## config.mk

```make
export PLATFORM = sky130hd
export DESIGN_NAME = sobel_fetch_sequencer
export DESIGN_NICKNAME = d
export VERILOG_FILES = /design/src/rtl/sobel_pkg.sv /design/src/rtl/sobel_beat_counter.sv /design/src/rtl/sobel_fetch_sequencer.sv
export SDC_FILE = /design/constraint.sdc
export NUM_CORES = 1
export LEC_CHECK = 0
export CORE_MARGIN = 4
export CORE_UTILIZATION = 47
export CTS_CLUSTER_DIAMETER = 40
export DETAILED_ROUTE_END_ITERATION = 10
export PLACE_DENSITY = 0.87
export SYNTH_ARGS = -nofsm -noshare
export SYNTH_HDL_FRONTEND = slang
export SYNTH_SLANG_ARGS = --single-unit
```

## constraint.sdc

```tcl
create_clock -name clk -period 1.7 [get_ports clk]
set_input_delay 0.425 -clock clk [delete_from_list [all_inputs] [get_ports clk]]
set_output_delay 0.425 -clock clk [all_outputs]
set_load 0.1 [all_outputs]
```

## src/rtl/sobel_pkg.sv

```systemverilog
// Shared types and constants for the Sobel window fetch path.
// Pure declarations; no latency.
// No flow control here.
package sobel_pkg;

  localparam int PIX_W        = 16;
  localparam int WORD_W       = 64;
  localparam int PIX_PER_WORD = 4;
  localparam int DEFAULT_AW   = 22;

  typedef enum logic [1:0] {
    ST_IDLE  = 2'd0,
    ST_FETCH = 2'd1,
    ST_SHIFT = 2'd2,
    ST_DONE  = 2'd3
  } state_t;

endpackage

```

## src/rtl/sobel_beat_counter.sv

```systemverilog
// Modulo-BEATS shift beat counter with synchronous clear and enable.
// last_o is combinational from the count; the count updates one cycle after en.
// Holding en low (stall) freezes the count, so the current beat repeats.
module sobel_beat_counter #(
  parameter int BEATS = 3,
  localparam int BW   = $clog2(BEATS + 1)
) (
  input  logic clk,
  input  logic reset,
  input  logic clr,
  input  logic en,
  output logic last_o
);

  localparam logic [BW-1:0] LAST_BEAT = BW'(BEATS - 1);

  logic [BW-1:0] beat_q;
  logic [BW-1:0] beat_d;

  assign last_o = (beat_q == LAST_BEAT);

  // Next beat: clear wins, then wrap on the last beat, otherwise count up.
  always_comb begin
    beat_d = beat_q;
    if (clr) begin
      beat_d = '0;
    end else if (en) begin
      beat_d = last_o ? '0 : beat_q + BW'(1);
    end
  end

  // Beat register.
  always_ff @(posedge clk) begin
    if (reset) begin
      beat_q <= '0;
    end else begin
      beat_q <= beat_d;
    end
  end

endmodule

```

## src/rtl/sobel_fetch_sequencer.sv

```systemverilog
// Walks a word range, one read per word, then load + BEATS shift pulses per word.
// First read request 1 cycle after start; zero-wait word costs 1 + BEATS cycles.
// Waits indefinitely for rd_valid_i; stall_i freezes only the shift beats.
module sobel_fetch_sequencer
  import sobel_pkg::*;
#(
  parameter int START_ADDR    = 0,
  parameter int END_ADDR      = 4194303,
  parameter int WORDS_PER_ROW = 512,
  parameter int BEATS         = 3,
  parameter int AW            = DEFAULT_AW
) (
  input  logic          clk,
  input  logic          reset,
  input  logic          start_i,
  input  logic          stall_i,
  output logic          rd_req_o,
  output logic [AW-1:0] rd_addr_o,
  input  logic          rd_valid_i,
  output logic          load_o,
  output logic          shift_o,
  output logic          window_valid_o,
  output logic          row_start_o,
  output logic          busy_o,
  output logic          frame_done_o
);

  localparam int            CW       = $clog2(WORDS_PER_ROW);
  localparam logic [AW-1:0] START_A  = AW'(START_ADDR);
  localparam logic [AW-1:0] END_A    = AW'(END_ADDR);
  localparam logic [CW-1:0] COL_LAST = CW'(WORDS_PER_ROW - 1);

  state_t        state_q, state_d;
  logic [AW-1:0] addr_q, addr_d;
  logic [CW-1:0] col_q, col_d;

  logic beat_clr;
  logic beat_en;
  logic beat_last;

  sobel_beat_counter #(
    .BEATS (BEATS)
  ) u_beat (
    .clk    (clk),
    .reset  (reset),
    .clr    (beat_clr),
    .en     (beat_en),
    .last_o (beat_last)
  );

  assign rd_addr_o = addr_q;

  // The first word of a row only primes the 128-bit window, so its shifts are never valid.
  assign window_valid_o = shift_o && (col_q != '0);

  // Next-state and output decode; rd_valid_i is only honoured while fetching.
  always_comb begin
    state_d      = state_q;
    addr_d       = addr_q;
    col_d        = col_q;
    rd_req_o     = 1'b0;
    load_o       = 1'b0;
    shift_o      = 1'b0;
    row_start_o  = 1'b0;
    busy_o       = 1'b0;
    frame_done_o = 1'b0;
    beat_clr     = 1'b1;
    beat_en      = 1'b0;

    case (state_q)
      ST_IDLE: begin
        if (start_i) begin
          state_d = ST_FETCH;
          addr_d  = START_A;
          col_d   = '0;
        end
      end

      ST_FETCH: begin
        busy_o   = 1'b1;
        rd_req_o = 1'b1;
        if (rd_valid_i) begin
          load_o      = 1'b1;
          row_start_o = (col_q == '0);
          state_d     = ST_SHIFT;
        end
      end

      ST_SHIFT: begin
        busy_o   = 1'b1;
        beat_clr = 1'b0;
        beat_en  = !stall_i;
        shift_o  = !stall_i;
        // A stall on the final beat holds everything, so that beat repeats.
        if (!stall_i && beat_last) begin
          if (addr_q == END_A) begin
            state_d = ST_DONE;
          end else begin
            addr_d  = addr_q + AW'(1);
            col_d   = (col_q == COL_LAST) ? '0 : col_q + CW'(1);
            state_d = ST_FETCH;
          end
        end
      end

      ST_DONE: begin
        frame_done_o = 1'b1;
        state_d      = ST_IDLE;
      end

      default: begin
        state_d = ST_IDLE;
      end
    endcase
  end

  // State, address and column registers.
  always_ff @(posedge clk) begin
    if (reset) begin
      state_q <= ST_IDLE;
      addr_q  <= START_A;
      col_q   <= '0;
    end else begin
      state_q <= state_d;
      addr_q  <= addr_d;
      col_q   <= col_d;
    end
  end

endmodule

```

==> results of run 1 <==
synthesized netlist by cell type (2+ instances only):
| master | count |
|---|---|
| and3_1 | 11 |
| nor2_1 | 20 |
| or3b_1 | 2 |
| or3_1 | 12 |
| dfxtp_1 | 35 |
| nand2_1 | 13 |
| nand4_1 | 5 |
| nor3_2 | 2 |
| o21ai_0 | 23 |
| or4_1 | 6 |
| nand2b_1 | 4 |
| nand3_1 | 13 |
| clkbuf_1 | 6 |
| a211oi_1 | 2 |
| ha_1 | 8 |
| nor3_1 | 3 |
| clkbuf_2 | 2 |
| nor4_1 | 2 |
| nand4b_1 | 5 |
| a21oi_1 | 39 |
| inv_1 | 7 |
| and2_1 | 5 |
| buf_2 | 5 |
| a31oi_1 | 5 |
cells by family after synthesis:
group                    share of synthesized area, %
buffers and inverters                            4.44
AO/OA/AOI/OAI                                    21.8
AND/OR/NAND/NOR                                  32.1
adder cells (fa/ha/maj)                          5.08
flip-flops                                       35.5
multiplexers                                     1.08
timing repair:
| action | 4_1_cts |
|---|---|
| setup endpoints to repair | 37 |
| setup buffers | 17 |
| gates cloned | 5 |
| gates resized for setup | 64 |
| pin swaps | 27 |
| endpoints found under the hold margin | 0 |
stage by stage:
| step | instance area, µm² | hold slack [ps] |
|---|---|---|
| after floorplan | 2210 | 449 |
| after detailed placement | 3240 | 470 |
| after global placement | 3240 | 460 |
| after CTS | 3780 | 479 |
==> Flow_metrics.wiki, run 1 <==
{| class="wikitable"
! Metric !! Value
|-
| Mean cell area of the mapped netlist || 7.79 µm²
|-
| Type of pin the worst path ends at || output port
|-
| Library cell used as clock root buffer || clkbuf_8
|-
| Port Buffer Count || 33
|-
| Endpoint with the least setup slack after the last repair || row_start_o
|-
| Last weighted congestion value of the routability-driven placer || 0.833
|-
| Area share of the largest cell type after synthesis || 35.5%
|-
| Async set-reset flop share out of synthesis || 0%
|-
| Synthesized Nets || about 270
|-
| Stage where the flow stopped || global routing (5_1_grt)
|-
| Most used flip-flop cell after synthesis || dfxtp_1
|-
| Clock sink count || 35
|-
| Chip Width || a little over 70 µm
|-
| Worst setup slack after placement || -674 ps
|-
| Top-level port count || 34
|-
| Stop err || [ERROR DPL-0038] Utilization greater than 100%, impossible to legalize
|-
| CTS Buffer Depth || 2
|-
| Post-synthesis instance area || 1970 µm²
|-
| H-Tree Level Count || 2
|-
| Unique masters post-synth || between 40 and 50
|-
| Synthesized flop and latch total || 35
|-
| Initial standard-cell utilization of the core || 48.9%
|-
| Synthesis warning total || 0
|-
| DP Cell Count || 382
|-
| Sum of net half-perimeters after detailed placement || ~4.6 mm
|-
| Count of mapped cells out of synthesis || 253
|-
| Count of flip-flops with a built-in enable after synthesis || 0
|-
| Die outline height || 72.8 µm
|-
| CTS buffer count || 5
|-
| Count of standard-cell rows || 23
|-
| Total of hold buffers inserted after clock tree synthesis || 0
|-
| Most area-consuming cells after synthesis || dfxtp_1, a21oi_1, o21ai_0
|-
| Result of the run || did not finish
|-
| Cell taking the most area after synthesis || dfxtp_1
|-
| Largest net degree at the start of global routing || 19
|-
| Post-synthesis sequential area ratio || a little over a third
|}
==> inputs of run 2 (changes only) <==
- CORE_UTILIZATION: 47 -> 40
- CTS_CLUSTER_DIAMETER: 40 -> default
- PLACE_DENSITY: 0.87 -> default
- PLACE_DENSITY_LB_ADDON: default -> 0.15
- clock period: 1.7 -> 2.2 ns (I/O delays scaled with it)
==> run 2 against run 1 <==
The run now ends clean. Synthesized area unchanged. Synthesized cell count is the same.
==> Flow_metrics.wiki, run 2 <==
{| class="wikitable"
! Metric !! Value
|-
| Total of hold buffers inserted after clock tree synthesis || 0
|-
| Post-synthesis to final-layout area growth || 37.4%
|-
| Unique masters post-synth || 42
|-
| Via density || 5.50
|-
| Sum of net half-perimeters after detailed placement || 3.52 mm
|-
| Port Buffer Count || 33
|-
| Number of antenna repair diodes || 0
|-
| Max-capacitance violation count || 0
|-
| First-pass DRT Iterations || 4
|-
| Commonest non-fill, non-tap cell in the layout || buf_4
|-
| Count of mapped cells out of synthesis || ~250
|-
| Worst-path maximum fanout || 4
|-
| Setup repair after global routing missed its margin || false
|-
| Die outline height || 78.2 µm
|-
| Clock Skews || 3.50 ps
|-
| Clock Power Share || 22.5%
|-
| Total Routed Length || 5.13 mm
|-
| Comb power frac || 48.3%
|-
| Total DRC errors in the routed layout || 0
|-
| Hold slack final || between 400 and 500 ps
|-
| Synthesized flop and latch total || 35
|-
| Clock transition time at the flip-flop clock pins of the worst setup and hold paths || 70 ps
|-
| Signal arrival time at the worst endpoint || 1570 ps
|-
| Global-route wire length before repair || 8.30 mm
|-
| Post-synthesis instance area || approximately 2000 µm²
|-
| 1st-iter DRT viols || 133
|-
| Post-CTS Repair Setup Buffers || 0
|-
| IR Drop Worst-Case VDD || 0.000532 V
|-
| Slew at the pin closest to its max-slew limit || 425 ps
|-
| R2R setup slack || about 180 ps
|-
| Switch share || 41.1%
|-
| Synthesized Nets || 266
|-
| Final hold vios || 0
|-
| Chip Width || 78.2 µm
|-
| Area of the placeable core || 4750 µm²
|-
| Layout net count || approximately 310
|-
| Element type at the critical path start || flop
|-
| Power Density || 837 nW/µm²
|-
| Wire length per cell || 14.0 µm
|-
| Mean cell area of the mapped netlist || 7.79 µm²
|-
| Path class of the lowest-slack min-delay path || flop to flop
|-
| Count of standard-cell rows || 25
|-
| Tot GR Track Use || 16.6%
|-
| Number of nets with antenna violations after routing || 0
|-
| Aggregate global routing overflow || 0
|-
| Synthesis warning total || 0
|-
| Top-level port count || 34
|-
| CTS Buffer Depth || 2
|-
| Lkg Pwr || between 0.001 and 0.0015 µW
|-
| Most common cell in the netlist || a21oi_1
|-
| H-Tree Level Count || 2
|-
| Area share of the largest cell type after synthesis || between 30% and 40%
|-
| Floorplan die area || approximately 6100 µm²
|-
| Async set-reset flop share out of synthesis || 0%
|-
| Cell-internal power || 1330 µW
|-
| Result of the run || finished clean
|-
| Largest net degree at the start of global routing || 31
|-
| Library cell used as clock root buffer || clkbuf_8
|-
| Final setup violating endpoints || 0
|-
| Most used flip-flop cell after synthesis || dfxtp_1
|-
| CP Capture Type || output pin
|-
| Commonest cells after routing, fill and taps aside || buf_4, a21oi_1, o21ai_0
|-
| Setup tns final || 0 ps
|-
| WP data required || 1650 ps
|-
| Commonest cells in the synthesized netlist || a21oi_1, dfxtp_1, o21ai_0
|-
| Most area-consuming cells after synthesis || dfxtp_1, a21oi_1, o21ai_0
|-
| Net switching component of the power || 932 µW
|-
| Worst Setup Path Type || flop to output pin
|-
| Post-synthesis sequential area ratio || 35.5%
|-
| Via count of the routed design || 2,014
|-
| CTS buffer count || 5
|-
| Crit share post-route || 96.6%
|-
| Number of flip-flops under the largest register name || 22
|-
| Count of flip-flops with a built-in enable after synthesis || 0
|-
| Achievable Freq || 471 MHz
|-
| Fraction of final layout cells sized beyond drive strength 1 || 31.1%
|-
| Last weighted congestion value of the routability-driven placer || 0.787
|-
| Clock insertion delay at the later pin of the skew report || 280 ps
|-
| Clock tree from TritonCTS || built
|-
| Share of power burned in registers || 29.2%
|-
| Antenna violations before repair || 0
|-
| Clock sink count || 35
|-
| Cell taking the most area after synthesis || dfxtp_1
|-
| Final-report max-slew violation count || 0
|-
| Initial standard-cell utilization of the core || 41.5%
|-
| Worst max-slew margin expressed relative to the limit || 71.6%
|-
| Via count of the first global-routing pass || 1,774
|-
| Shortest period the worst path allows || about 2100 ps
|}
## run 2: what timing repair did
action | in CTS | in global routing
resized for setup | 1 | 13
cloned | 0 | 0
pin swaps | 0 | 4
endpoints found under the setup margin | 1 | 6
## run 2: kinds of logic after synthesis
group           after synthesis  synth area share, %
simple gates                109                 32.1
compound gates               78                 21.8
flops                        35                 35.5
buf+inv                      21                 4.44
fa+ha+maj                     8                 5.08
mux                           2                 1.08
## run 2: layer usage
layer	track usage [%]	wire length [µm]	vias to the layer above
met5	0	0	-
met4	5.24	57	0
met3	3.56	251	6
met2	27.4	2430	38
met1	21.7	2390	950
li1	-	-	1020
## run 2: layout make-up
type,count,area [µm²]
multi-input combinational,197,1260
inverter,8,35.0
timing repair buffer,51,508
tap,67,83.8
sequential,35,724
clock buffer,8,100
fill,443,2050
## run 2: final timing paths
check	from	end	depth (start not counted)
setup / recovery	col_q[1]$_SDFFE_PP0P_	window_valid_o	6
hold / removal	col_q[1]$_SDFFE_PP0P_	col_q[1]$_SDFFE_PP0P_	2
setup reg to reg	state_q[1]$_SDFFE_PP0P_	rd_addr_o[0]$_SDFFE_PP0P_	9
hold reg to reg	col_q[1]$_SDFFE_PP0P_	col_q[1]$_SDFFE_PP0P_	2
## run 2: critical path, stage by stage, from the launching register on
cell and delay (ps):
dfxtp_2 350, inv_1 70, ha_4 150, nor4b_2 140, buf_4 140, a211oi_4 230, buf_12 210
## run 2: power groups by stage
stage | clock network [µW] | registers [µW] | logic (µW)
finish | 511 | 662 | 1090
global route | 555 | 663 | 1170
CTS | 530 | 662 | 1090
detailed placement | 0 | 676 | 1090
global placement | 0 | 675 | 1080
floorplan | 0 | 678 | 706
## run 2: through the flow
stage	setup WS (ps)	util, %	instances	area (µm²)	power (µW)
2_1_floorplan	-152	-	253	2030	1380
3_3_place_gp	-199	53.8	358	2560	1760
3_5_place_dp	-246	53.8	358	2560	1760
4_1_cts	24.5	56.0	366	2660	2290
5_1_grt	7.92	57.0	366	2710	2390
6_report	75.8	57.0	366	2710	2270
Power figures use the tool's default switching activity.
==> inputs of run 3 (changes only) <==
- SKIP_CTS_REPAIR_TIMING: default -> 1
==> run 3 against run 2 <==
Cell count stayed put. Largest power group unchanged. Wire length down 0.59%. Clock skew increased by 1.3 ps. Worst hold slack improved by 2.6 ps. Sequential power about the same. Non-clock buffer count stayed put. Critical endpoint unchanged. Utilization shrank 0.29 points. Highest routed layer unchanged. Final area fell by 0.51%.
==> Flow_metrics.wiki, run 3 (synthesis gave the netlist of run 2 again) <==
{| class="wikitable"
! Metric !! Value
|-
| Power Density || approximately 840 nW/µm²
|-
| Lkg Pwr || 0.00103 µW
|-
| Top-level port count || 34
|-
| CTS Buffer Depth || 2
|-
| Clock tree from TritonCTS || built
|-
| Sum of net half-perimeters after detailed placement || around 3.5 mm
|-
| Via density || 5.54
|-
| Clock sink count || 35
|-
| Result of the run || finished clean
|-
| Via count of the routed design || 2,026
|-
| Commonest cells after routing, fill and taps aside || buf_4, a21oi_1, o21ai_0
|-
| CP Capture Type || output pin
|-
| Chip Width || 78.2 µm
|-
| Worst-path maximum fanout || 4
|-
| Fraction of final layout cells sized beyond drive strength 1 || 30.1%
|-
| Peak per-stage delay on the critical path || between 300 and 400 ps
|-
| Die outline height || 78.2 µm
|-
| Element type at the critical path start || flop
|-
| Total DRC errors in the routed layout || 0
|-
| Reg2reg start || state_q[1]$_SDFFE_PP0P_
|-
| Antenna violations before repair || 0
|-
| Worst setup slack after placement || -246 ps
|-
| Final setup violating endpoints || 0
|-
| Number of antenna repair diodes || 0
|-
| Max-capacitance violation count || 0
|-
| Last weighted congestion value of the routability-driven placer || 0.787
|-
| Aggregate global routing overflow || 0
|-
| Clock Skews || 4.79 ps
|-
| CP delay by family, top || buffers and inverters
|-
| Via count of the first global-routing pass || about 1,800
|-
| Number of nets with antenna violations after routing || 0
|-
| Clock transition time at the flip-flop clock pins of the worst setup and hold paths || roughly 70 ps
|-
| Setup repair after global routing missed its margin || true
|-
| CTS buffer count || 5
|-
| 1st-iter DRT viols || 91
|-
| Post-layout worst setup margin || 20.9 ps
|-
| First-pass DRT Iterations || 4
|-
| Initial standard-cell utilization of the core || 41.5%
|-
| Area of the placeable core || ~4800 µm²
|-
| Clock insertion delay at the later pin of the skew report || 280 ps
|-
| Port Buffer Count || 33
|-
| Worst max-slew margin expressed relative to the limit || 71.9%
|-
| Worst Setup Path Type || flop to output pin
|-
| Wire length per cell || 13.9 µm
|-
| Critical Path Start || col_q[0]$_SDFFE_PP0P_
|-
| Global-route wire length before repair || roughly 8.3 mm
|-
| Crit share post-route || 99.0%
|-
| WP data required || 1650 ps
|-
| Floorplan die area || 6120 µm²
|-
| Count of standard-cell rows || 25
|-
| Commonest non-fill, non-tap cell in the layout || buf_4
|-
| Library cell used as clock root buffer || clkbuf_8
|-
| H-Tree Level Count || 2
|-
| Shortest period the worst path allows || 2180 ps
|-
| Tot GR Track Use || 16.6%
|-
| Number of flip-flops under the largest register name || 22
|-
| Largest net degree at the start of global routing || 31
|-
| Standard cell with the maximum stage delay on the critical path || dfxtp_2
|-
| Buffers plus inverters on the worst setup path || 3
|-
| IR Drop Worst-Case VDD || 0.000532 V
|-
| Setup tns final || 0 ps
|-
| Signal arrival time at the worst endpoint || 1630 ps
|-
| Final-report max-slew violation count || 0
|-
| R2R setup slack || about 180 ps
|-
| Total Routed Length || 5.10 mm
|-
| Post-synthesis to final-layout area growth || 36.7%
|-
| Hold Path Origin || col_q[0]$_SDFFE_PP0P_
|-
| Final hold vios || 0
|-
| Series of cell instances along the critical path || inv_1, ha_1, nor4b_2, buf_4, a211oi_4, buf_12
|-
| Path class of the lowest-slack min-delay path || flop to flop
|-
| Achievable Freq || between 400 and 500 MHz
|-
| Layout net count || 311
|-
| Slew at the pin closest to its max-slew limit || between 400 and 500 ps
|}
==> run 3: cell count changes in the layout (fill, tap and decap cells not counted) <==
| cell | change |
|---|---|
| ha_1 | +1 |
| ha_4 | -1 |
| inv_2 | -1 |
| dfxtp_1 | +1 |
| dfxtp_2 | -1 |
| inv_1 | +1 |
==> run 3: path summary, 6_finish.rpt <==
kind | cells past startpoint | to
setup / recovery | 6 | window_valid_o
hold / removal | 2 | col_q[0]$_SDFFE_PP0P_
setup reg to reg | 9 | rd_addr_o[0]$_SDFFE_PP0P_
hold reg to reg | 2 | col_q[0]$_SDFFE_PP0P_
==> run 3: where the power goes <==
group	switching [µW]	internal, µW	total (µW)
Clock	224	286	510
Combinational	693	398	1090
Sequential	12.2	649	662
==> run 3: through the flow <==
step | cell area, µm² | utilization [%] | std cells | total power, µW | hold slack, ps
2_1_floorplan | 2030 | - | 253 | 1380 | 449
5_1_grt | 2700 | 56.7 | 366 | 2390 | 507
3_3_place_gp | 2560 | 53.8 | 358 | 1760 | 469
6_report | 2700 | 56.7 | 366 | 2260 | 480
3_5_place_dp | 2560 | 53.8 | 358 | 1760 | 483
4_1_cts | 2660 | 55.9 | 366 | 2290 | 493
==> run 3: cell type report <==
type,count,area [µm²]
sequential,35,723
multi-input combinational,197,1240
inverter,8,35.0
clock buffer,8,100
tap,67,83.8
timing repair buffer,51,508
fill,445,2060
==> run 3: tightest hold or removal path, cell delays in order (launching register included) <==
cell     delay [ps]
dfxtp_2         330
nand2_1          50
a21oi_1          50
==> run 3: metal layers <==
metal	track usage, %	share of wire [%]	up-vias
li1	-	-	1023
met1	21.7	48	961
met2	27.4	47	36
met3	3.56	4.4	6
met4	5.24	1.1	0
met5	0	0	-
